--- config.mk ---
export PLATFORM = sky130hd
export DESIGN_NAME = pong_engine_mp
export DESIGN_NICKNAME = d
export VERILOG_FILES = /design/src/rtl/pong_engine_mp.sv
export SDC_FILE = /design/constraint.sdc
export NUM_CORES = 1
export LEC_CHECK = 0
export BUFFER_PORTS_ARGS = -buffer_cell sky130_fd_sc_hd__buf_4
export CAP_MARGIN = 0
export CORE_MARGIN = 3
export CORE_UTILIZATION = 44
export DETAILED_ROUTE_END_ITERATION = 10
export PLACE_DENSITY_LB_ADDON = 0.1
export SYNTH_ARGS = -nofsm -noshare
export SYNTH_HDL_FRONTEND = slang
export SYNTH_SLANG_ARGS = --single-unit
--- constraint.sdc ---
create_clock -name clk -period 5.2 [get_ports clk]
set_input_delay 0.78 -clock clk [delete_from_list [all_inputs] [get_ports clk]]
set_output_delay 0.78 -clock clk [all_outputs]
set_load 0.05 [all_outputs]
--- src/rtl/pong_engine_mp.sv ---
// Frame-stepped Pong game engine: paddle/ball kinematics, scoring, serve delay
// and win detection, publishing registered coordinates for a separate renderer.
module pong_engine_mp #(
    parameter int COORD_W      = 11,
    parameter int FIELD_TOP    = 165,
    parameter int FIELD_BOT    = 434,
    parameter int FIELD_LEFT   = 215,
    parameter int FIELD_RIGHT  = 584,
    parameter int BALL_SIZE    = 20,
    parameter int PADDLE_LEN   = 48,
    parameter int BALL_STEP    = 5,
    parameter int PADDLE_STEP  = 5,
    parameter int SCORE_W      = 6,
    parameter int WIN_SCORE    = 7,
    parameter int SERVE_FRAMES = 60
) (
    input  logic               clk,
    input  logic               rst,
    input  logic               frame_tick,
    input  logic               play,
    input  logic               p1_up,
    input  logic               p1_dn,
    input  logic               p2_up,
    input  logic               p2_dn,
    output logic [COORD_W-1:0] ball_x,
    output logic [COORD_W-1:0] ball_y,
    output logic [COORD_W-1:0] p1_y,
    output logic [COORD_W-1:0] p2_y,
    output logic [SCORE_W-1:0] score_p1,
    output logic [SCORE_W-1:0] score_p2,
    output logic [2:0]         state,
    output logic [1:0]         winner
);

    localparam int BX0   = (FIELD_LEFT + FIELD_RIGHT + 1 - BALL_SIZE) / 2;
    localparam int BY0   = (FIELD_TOP + FIELD_BOT + 1 - BALL_SIZE) / 2;
    localparam int PY0   = (FIELD_TOP + FIELD_BOT + 1 - PADDLE_LEN) / 2;
    localparam int PYMAX = FIELD_BOT - PADDLE_LEN + 1;
    localparam int BXMAX = FIELD_RIGHT - BALL_SIZE + 1;
    localparam int BYMAX = FIELD_BOT - BALL_SIZE + 1;
    localparam int SW    = COORD_W + 2;
    localparam int CNT_W = (SERVE_FRAMES > 2) ? $clog2(SERVE_FRAMES) : 1;

    typedef logic signed [SW-1:0] sc_t;

    localparam sc_t TOP_S    = sc_t'(FIELD_TOP);
    localparam sc_t LEFT_S   = sc_t'(FIELD_LEFT);
    localparam sc_t PYMAX_S  = sc_t'(PYMAX);
    localparam sc_t BXMAX_S  = sc_t'(BXMAX);
    localparam sc_t BYMAX_S  = sc_t'(BYMAX);
    localparam sc_t BSTEP_S  = sc_t'(BALL_STEP);
    localparam sc_t PSTEP_S  = sc_t'(PADDLE_STEP);
    localparam sc_t PLEN_M1  = sc_t'(PADDLE_LEN - 1);
    localparam sc_t BSIZE_M1 = sc_t'(BALL_SIZE - 1);

    typedef enum logic [2:0] {
        S_IDLE     = 3'd0,
        S_SERVE    = 3'd1,
        S_PLAY     = 3'd2,
        S_POINT    = 3'd3,
        S_GAMEOVER = 3'd4
    } state_t;

    state_t             state_q;
    logic               vx_neg;
    logic               vy_neg;
    logic               p2_scored;
    logic [CNT_W-1:0]   serve_cnt;

    sc_t                nx;
    sc_t                ny;
    logic [COORD_W-1:0] bx_nxt;
    logic [COORD_W-1:0] by_nxt;
    logic               vx_neg_nxt;
    logic               vy_neg_nxt;
    logic               miss;
    logic [COORD_W-1:0] p1_nxt;
    logic [COORD_W-1:0] p2_nxt;
    logic [SCORE_W-1:0] s1_inc;
    logic [SCORE_W-1:0] s2_inc;

    function automatic sc_t ext(input logic [COORD_W-1:0] v);
        return sc_t'({2'b00, v});
    endfunction

    function automatic logic [COORD_W-1:0] move_paddle(input logic [COORD_W-1:0] y,
                                                      input logic up, input logic dn);
        sc_t t;
        t = ext(y);
        if (up && !dn) begin
            t = t - PSTEP_S;
            if (t < TOP_S) t = TOP_S;
        end else if (dn && !up) begin
            t = t + PSTEP_S;
            if (t > PYMAX_S) t = PYMAX_S;
        end
        return t[COORD_W-1:0];
    endfunction

    function automatic logic overlaps(input logic [COORD_W-1:0] by, input logic [COORD_W-1:0] py);
        return (ext(by) <= ext(py) + PLEN_M1) && (ext(py) <= ext(by) + BSIZE_M1);
    endfunction

    // Candidate next-frame kinematics, all based on the pre-tick positions.
    always_comb begin
        p1_nxt = move_paddle(p1_y, p1_up, p1_dn);
        p2_nxt = move_paddle(p2_y, p2_up, p2_dn);

        ny         = vy_neg ? ext(ball_y) - BSTEP_S : ext(ball_y) + BSTEP_S;
        by_nxt     = ny[COORD_W-1:0];
        vy_neg_nxt = vy_neg;
        if (ny <= TOP_S) begin
            by_nxt     = TOP_S[COORD_W-1:0];
            vy_neg_nxt = 1'b0;
        end else if (ny >= BYMAX_S) begin
            by_nxt     = BYMAX_S[COORD_W-1:0];
            vy_neg_nxt = 1'b1;
        end

        nx         = vx_neg ? ext(ball_x) - BSTEP_S : ext(ball_x) + BSTEP_S;
        bx_nxt     = nx[COORD_W-1:0];
        vx_neg_nxt = vx_neg;
        miss       = 1'b0;
        if (vx_neg && nx <= LEFT_S) begin
            if (overlaps(ball_y, p1_y)) begin
                bx_nxt     = LEFT_S[COORD_W-1:0];
                vx_neg_nxt = 1'b0;
            end else begin
                bx_nxt = ball_x;
                miss   = 1'b1;
            end
        end else if (!vx_neg && nx >= BXMAX_S) begin
            if (overlaps(ball_y, p2_y)) begin
                bx_nxt     = BXMAX_S[COORD_W-1:0];
                vx_neg_nxt = 1'b1;
            end else begin
                bx_nxt = ball_x;
                miss   = 1'b1;
            end
        end

        s1_inc = score_p1 + 1'b1;
        s2_inc = score_p2 + 1'b1;
    end

    always_ff @(posedge clk) begin
        if (!rst) begin
            state_q   <= S_IDLE;
            ball_x    <= COORD_W'(BX0);
            ball_y    <= COORD_W'(BY0);
            p1_y      <= COORD_W'(PY0);
            p2_y      <= COORD_W'(PY0);
            score_p1  <= '0;
            score_p2  <= '0;
            winner    <= 2'b00;
            vx_neg    <= 1'b0;
            vy_neg    <= 1'b0;
            p2_scored <= 1'b0;
            serve_cnt <= '0;
        end else begin
            case (state_q)
                S_IDLE: begin
                    if (play) begin
                        score_p1  <= '0;
                        score_p2  <= '0;
                        winner    <= 2'b00;
                        serve_cnt <= '0;
                        state_q   <= S_SERVE;
                    end
                end
                S_SERVE: begin
                    if (play && frame_tick) begin
                        p1_y <= p1_nxt;
                        p2_y <= p2_nxt;
                        if (serve_cnt == CNT_W'(SERVE_FRAMES - 1)) begin
                            serve_cnt <= '0;
                            state_q   <= S_PLAY;
                        end else begin
                            serve_cnt <= serve_cnt + 1'b1;
                        end
                    end
                end
                S_PLAY: begin
                    if (play && frame_tick) begin
                        p1_y   <= p1_nxt;
                        p2_y   <= p2_nxt;
                        ball_y <= by_nxt;
                        vy_neg <= vy_neg_nxt;
                        ball_x <= bx_nxt;
                        if (miss) begin
                            // A miss while travelling left means P1 conceded.
                            p2_scored <= vx_neg;
                            state_q   <= S_POINT;
                        end else begin
                            vx_neg <= vx_neg_nxt;
                        end
                    end
                end
                S_POINT: begin
                    ball_x    <= COORD_W'(BX0);
                    ball_y    <= COORD_W'(BY0);
                    vx_neg    <= p2_scored;
                    serve_cnt <= '0;
                    if (p2_scored) begin
                        score_p2 <= s2_inc;
                        if (s2_inc == SCORE_W'(WIN_SCORE)) begin
                            winner  <= 2'b10;
                            state_q <= S_GAMEOVER;
                        end else begin
                            state_q <= S_SERVE;
                        end
                    end else begin
                        score_p1 <= s1_inc;
                        if (s1_inc == SCORE_W'(WIN_SCORE)) begin
                            winner  <= 2'b01;
                            state_q <= S_GAMEOVER;
                        end else begin
                            state_q <= S_SERVE;
                        end
                    end
                end
                S_GAMEOVER: begin
                    if (!play) state_q <= S_IDLE;
                end
                default: state_q <= S_IDLE;
            endcase
        end
    end

    assign state = state_q;

endmodule

=== Yosys cells after proc, flatten, opt, wreduce, memory -nomap -nowiden ===
Cells that the tools add are included.

* $add $sub $neg: 14
* Muxes and demuxes: 56
* $lt $le $gt $ge: 12
* Reductions and logical operators: 34
* Equal/unequal tests: 22

{| class="wikitable"
|+ Operators by type and width
! operator !! number
|-
| two-way mux 11 bit || 16
|-
| adder 11 x 3 -> 12 bit (second input constant) || 4
|-
| subtractor 11 x 3 -> 12 bit (second input constant) || 4
|-
| one-hot mux 11 bit (2 select lines) || 2
|-
| <= comparator 11 x 12 -> 1 bit || 3
|-
| two-way mux 6 bit || 5
|-
| two-way mux 3 bit || 9
|-
| <= comparator 13 x 9 -> 1 bit (second input constant) || 2
|-
| two-way mux 13 bit || 2
|-
| adder 11 x 6 -> 12 bit (second input constant) || 2
|-
| > comparator 12 x 9 -> 1 bit (second input constant) || 2
|-
| < comparator 12 x 9 -> 1 bit (second input constant) || 2
|-
| one-hot mux 6 bit (2 select lines) || 2
|-
| AND reduction 3 bit || 7
|-
| adder 6 x 1 -> 6 bit (second input constant) || 3
|-
| != test 2 bit (second input constant) || 9
|-
| one-hot mux 6 bit (3 select lines) || 1
|-
| != test 3 bit (second input constant) || 5
|-
| one-hot mux 3 bit (5 select lines) || 1
|-
| greater-or-equal comparator 13 x 10 -> 1 bit (second input constant) || 1
|-
| greater-or-equal comparator 13 x 11 -> 1 bit (second input constant) || 1
|-
| <= comparator 12 x 13 -> 1 bit || 1
|-
| adder 11 x 5 -> 12 bit (second input constant) || 1
|-
| == test 6 x 3 -> 1 bit (second input constant) || 2
|-
| 18 further kinds || 51
|}

* Bits of input ports: 8
* Bits in registers: 70
* Output and inout bits: 61

=== Longest topological paths before layout ===
* Depth after elaboration: 9
* Mapped depth: 20

=== Least setup slack after synthesis ===
OpenSTA, ideal clock, no wires.

* Kind: reg-to-reg
* Start point: register p2_y[0]
* End point: register ball_x[8]
* Setup slack: 0.968 ns
* Data arrival time: 4.091 ns
* Period minus slack after synthesis: 4.232 ns
* Data required time: 5.059 ns
* Cell stages (with the launch flop): 21
* Setup time: 0.141 ns
* Path through: dfxtp_1 > clkbuf_1 > inv_1 > ha_1 > nand2_1 > a21oi_1 > nor2_1 > nand3_1 > xor2_1 > ha_1 > nand4_1 > nor2_1 > a221o_1 > o31ai_1 > o211ai_1 > a211o_1 > a32oi_2 > a21oi_2 > buf_6 > o21ai_1 > o211ai_1

* Word-level cells in the longest chain between the ends: 5
* Elaborated cells between the ends (all ways): 6
* Classes of those cells: add/sub (1); order compare (2); eq/ne (1); reduce/logical (2)

{| class="wikitable"
|+ RTL lines
! what !! RTL line !! source
|-
| start, declared || 28 || <nowiki>output logic [COORD_W-1:0] p2_y,</nowiki>
|-
| start signal, assigned || 152 || <nowiki>p2_y <= COORD_W'(PY0);</nowiki>
|-
| start signal, assigned || 174 || <nowiki>p2_y <= p2_nxt;</nowiki>
|-
| start signal, assigned || 186 || <nowiki>p2_y <= p2_nxt;</nowiki>
|-
| adder 11 x 6 -> 12 bit || 101 || <nowiki>return (ext(by) <= ext(py) + PLEN_M1) && (ext(py) <= ext(by) + BSIZE_M1);</nowiki>
|-
| <= comparator 11 x 12 -> 1 bit || 101 ||
|-
| logical AND 1 bit * || 101 ||
|-
| != test 4 bit (no line) * || n/a ||
|-
| AND reduction 4 bit (no line) * || n/a ||
|-
| end signal, assigned || 149 || <nowiki>ball_x <= COORD_W'(BX0);</nowiki>
|-
| end signal, assigned || 189 || <nowiki>ball_x <= bx_nxt;</nowiki>
|-
| end signal, assigned || 200 || <nowiki>ball_x <= COORD_W'(BX0);</nowiki>
|-
| end, declared || 25 || <nowiki>output logic [COORD_W-1:0] ball_x,</nowiki>
|}

Mark *: on every way between the ends. The rest lies on a longest branch, timed or not.
A chain may end at the register's enable or synchronous reset.

=== Worst setup path after layout ===
* Start point: register ball_y[0]
* End point: register ball_x[5]

* Word-level cells in the longest chain between the ends: 5
* Elaborated cells between the ends (all ways): 10
* Classes of those cells: add/sub (1); order compare (4); eq/ne (2); reduce/logical (3)

{| class="wikitable"
|+ RTL lines
! what !! RTL line !! source
|-
| start, declared || 26 || <nowiki>output logic [COORD_W-1:0] ball_y,</nowiki>
|-
| start signal, assigned || 150 || <nowiki>ball_y <= COORD_W'(BY0);</nowiki>
|-
| start signal, assigned || 187 || <nowiki>ball_y <= by_nxt;</nowiki>
|-
| start signal, assigned || 201 || <nowiki>ball_y <= COORD_W'(BY0);</nowiki>
|-
| adder 11 x 5 -> 12 bit || 101 ||
|-
| <= comparator 11 x 12 -> 1 bit / <= comparator 12 x 13 -> 1 bit (equally long branches) || 101 ||
|-
| logical AND 1 bit || 101 ||
|-
| != test 4 bit (no line) / != test 3 bit (equally long branches) || n/a ||
|-
| AND reduction 4 bit (no line) * || n/a ||
|}

Marked as above.

==> flow_summary_export.csv <==
group,metric,value,unit
setup_path,crit_family,"compound AO/OA/AOI/OAI gates",
sta,tns,0,ps
clocking,cts_resized,0,
placement,placedInstanceArea,7790,sq um
logic_synthesis,synth.distinct_cells,88,
sta,clock-skew-final,8.25,ps
clocking,hold_buffers,0,
routing,drc,0,
setup_path,crit_path_start,"ball_y[0]",
die,row_count,46,
setup_path,crit_buf_inv,1,
logic_synthesis,ys_async_sr_fraction,0,
finish,syn2layout_area_growth,13.6,%
die,start_util,0.451,
sta,fin_ws,690,ps
global_routing,grt_max_degree,38,
die,coreArea,15900,sq um
sta,min_period,4510,ps
setup_path,start_kind,"flip-flop",
sta,fin_hold_ws,486,ps
placement,dp_hpwl,15.5,mm
logic_synthesis,ys_warn_count,0,
sta,clock.fmax,222,MHz
sta,worstMarginPinSlew,956,ps
logic_synthesis,synth_top_area_share,0.196,
setup_path,cp.arrival,4740,ps
logic_synthesis,synth_ff_type,"dfxtp_1",
placement,post-place-ws,685,ps
clocking,cts_max_path_buffers,2,
clocking,clock_sinks,70,
setup_path,crit_top_cell,"ha_1",
min_path,hp-class,"flip-flop to flip-flop",
clocking,cts_root_buf,"clkbuf_16",
die,die_h,134,um
min_path,hp-start,"serve_cnt[1]",
power_and_ir_drop,pwr-share-clk,0.485,
power_and_ir_drop,peakVddDrop,0.156,mV
sta,hold_violations,0,
routing,wire_per_inst,17.4,um
power_and_ir_drop,switchingPower,0.421,mW
finish,final_cells,1232,
global_routing,grt-ovfl-total,0,
logic_synthesis,synth_area_leaders,"dfxtp_1, ha_1, a21oi_1",
die,io_pins,69,
clocking,cts-buffers-inserted,9,
placement,dp.cells,1216,
clocking,cts_tree,"done",
logic_synthesis,synth_common_cells,"nor2_1, nand2_1, a21oi_1",
sta,fin_crit_sh,0.867,
sta,rsz0062_at_grt,"false",
power_and_ir_drop,p_int,1.10,mW
logic_synthesis,syn_area,7160,sq um
power_and_ir_drop,p_per_area,186,nW/um^2
routing,first_iter_violations,622,
placement,routabilityCongestion,0.917,
logic_synthesis,synth_nets,1041,
setup_path,worstReg2RegStart,"ball_y[0]",
setup_path,critPathRequiredTime,5430,ps
clocking,htreeDepth,3,
power_and_ir_drop,p_comb_frac,0.144,
finish,fin_nets,1068,
sta,maxSlewViolCount,0,
finish,n_antenna_cell,0,
power_and_ir_drop,p_seq_frac,0.372,
global_routing,track_usage,0.234,
finish,drive_gt1_frac,0.127,
global_routing,antenna_found_initial,0,
setup_path,worstSetupEndpointType,"flip-flop",
clocking,clkTransAtPathRegs,60,ps
outcome,outcome,"finished clean",
sta,setup_viol,0,
logic_synthesis,synth_cells,984,
global_routing,grt_pass1_wl,34.5,mm
setup_path,worstSetupPathType,"flip-flop to flip-flop",
power_and_ir_drop,swShare,0.277,
routing,ant_nets,0,
logic_synthesis,yosysMostFrequentCell,"nor2_1",
logic_synthesis,synth_top_area_cell,"dfxtp_1",
routing,firstDrtPassIters,5,
setup_path,crit_slowest_cell,"a21oi_2",
placement,io_buffer_count,68,
global_routing,first_global_vias,6557,
routing,wl,21.4,mm
finish,design_area,8140,sq um
clocking,postCtsSetupRepairBufs,0,
die,die-area,17900,sq um
finish,fin_util,0.512,
logic_synthesis,syn_avg_cell_area,7.28,sq um
setup_path,crit_path_max_incr_delay,620,ps
power_and_ir_drop,finalPower,1.52,mW
setup_path,crit_chain,"inv_1 -> ha_1 -> nand3b_1 -> a21oi_1 -> nand2_1 -> xor2_1 -> ha_1 -> o41ai_1 -> a211oi_1 -> nand4_1 -> o311ai_1 -> a32oi_2 -> a21oi_2 -> nor2_1 -> o221a_2",
finish,fillers,1598,
setup_path,critPathMaxFanout,15,
clocking,clkLatencyLatePin,350,ps
die,die_w,134,um
routing,vias_per_cell,6.07,
logic_synthesis,ys_ff_latch,70,
logic_synthesis,yosysSeqAreaShare,0.196,
logic_synthesis,synth_edf_count,0,
run,drv_cap,0,
sta,maxSlewHeadroom,0.346,
power_and_ir_drop,p_leak,3.08,nW
routing,via_count,7475,
worst paths after layout:
kind         depth (start not counted)            to  slack, ps
max                                 15     ball_x[5]        690
min                                  2  serve_cnt[1]        490
max reg2reg                         15     ball_x[5]        690
min reg2reg                          2  serve_cnt[1]        490
cells by family after synthesis:
group,count (synthesis),share of synthesized area
muxes,13,0.0183
adders and majority gates,52,0.0901
AOI/OAI and AO/OA,303,0.278
and+or+nand+nor,378,0.270
buffers and inverters,102,0.0576
DFF,70,0.196
xor gates and xnor gates,66,0.0905
layout make-up:
cell class | count | area (sq um) | area share
Timing Repair Buffer | 85 | 638 | 0.0784
Tap cell | 216 | 270 | 0.0332
Clock buffer | 9 | 225 | 0.0277
Clock inverter | 7 | 121 | 0.0149
Multi-Input combinational cell | 812 | 5360 | 0.658
Sequential cell | 70 | 1400 | 0.172
Inverter | 33 | 124 | 0.0152
worst reg2reg max path: stages (launching register included):
cell	delay, ps
dfxtp_1	510
inv_1	180
ha_1	310
nand3b_1	250
a21oi_1	350
nand2_1	110
xor2_1	170
ha_1	360
o41ai_1	90
a211oi_1	210
nand4_1	160
o311ai_1	520
a32oi_2	190
a21oi_2	620
nor2_1	120
o221a_2	270
state kept, by name, indices dropped and copies added (netlist names):
| name | count |
|---|---|
| ball_x | 11 |
| score_p2 | 6 |
| p1_y | 11 |
| serve_cnt | 6 |
| winner | 2 |
| p2_scored | 1 |
| ball_y | 11 |
| p2_y | 11 |
| score_p1 | 6 |
| state | 3 |
| vy_neg | 1 |
| vx_neg | 1 |
per-layer routing:
| layer | vias up | global-route usage | wire length, um | part of all wire |
|---|---|---|---|---|
| met5 | - | 0 | 0 | 0 |
| met4 | 0 | 0.0663 | 341 | 0.016 |
| met3 | 28 | 0.0400 | 1360 | 0.064 |
| met2 | 263 | 0.363 | 9550 | 0.45 |
| met1 | 3483 | 0.334 | 10100 | 0.47 |
| li1 | 3701 | - | - | - |
power by group through the flow:
| stage | combinational, mW | sequential (mW) | clock (mW) |
|---|---|---|---|
| finish | 0.218 | 0.564 | 0.735 |
| global route | 0.241 | 0.565 | 0.766 |
| CTS | 0.217 | 0.563 | 0.746 |
| detailed placement | 0.216 | 0.575 | 0 |
| global placement | 0.217 | 0.576 | 0 |
| floorplan | 0.149 | 0.583 | 0 |
cells in the final DEF, fill, tap and decap left out, drive strengths merged, types with 20 or more instances in the layout:
cell and instances:
nor2 95, nand2 87, buf 85, a21oi 82
o21ai 77, dfxtp 70, ha 49, xnor2 40
nand3 35, inv 32, nor3 27, xor2 21
nor2b 20
(Power assumes the default switching activity.)
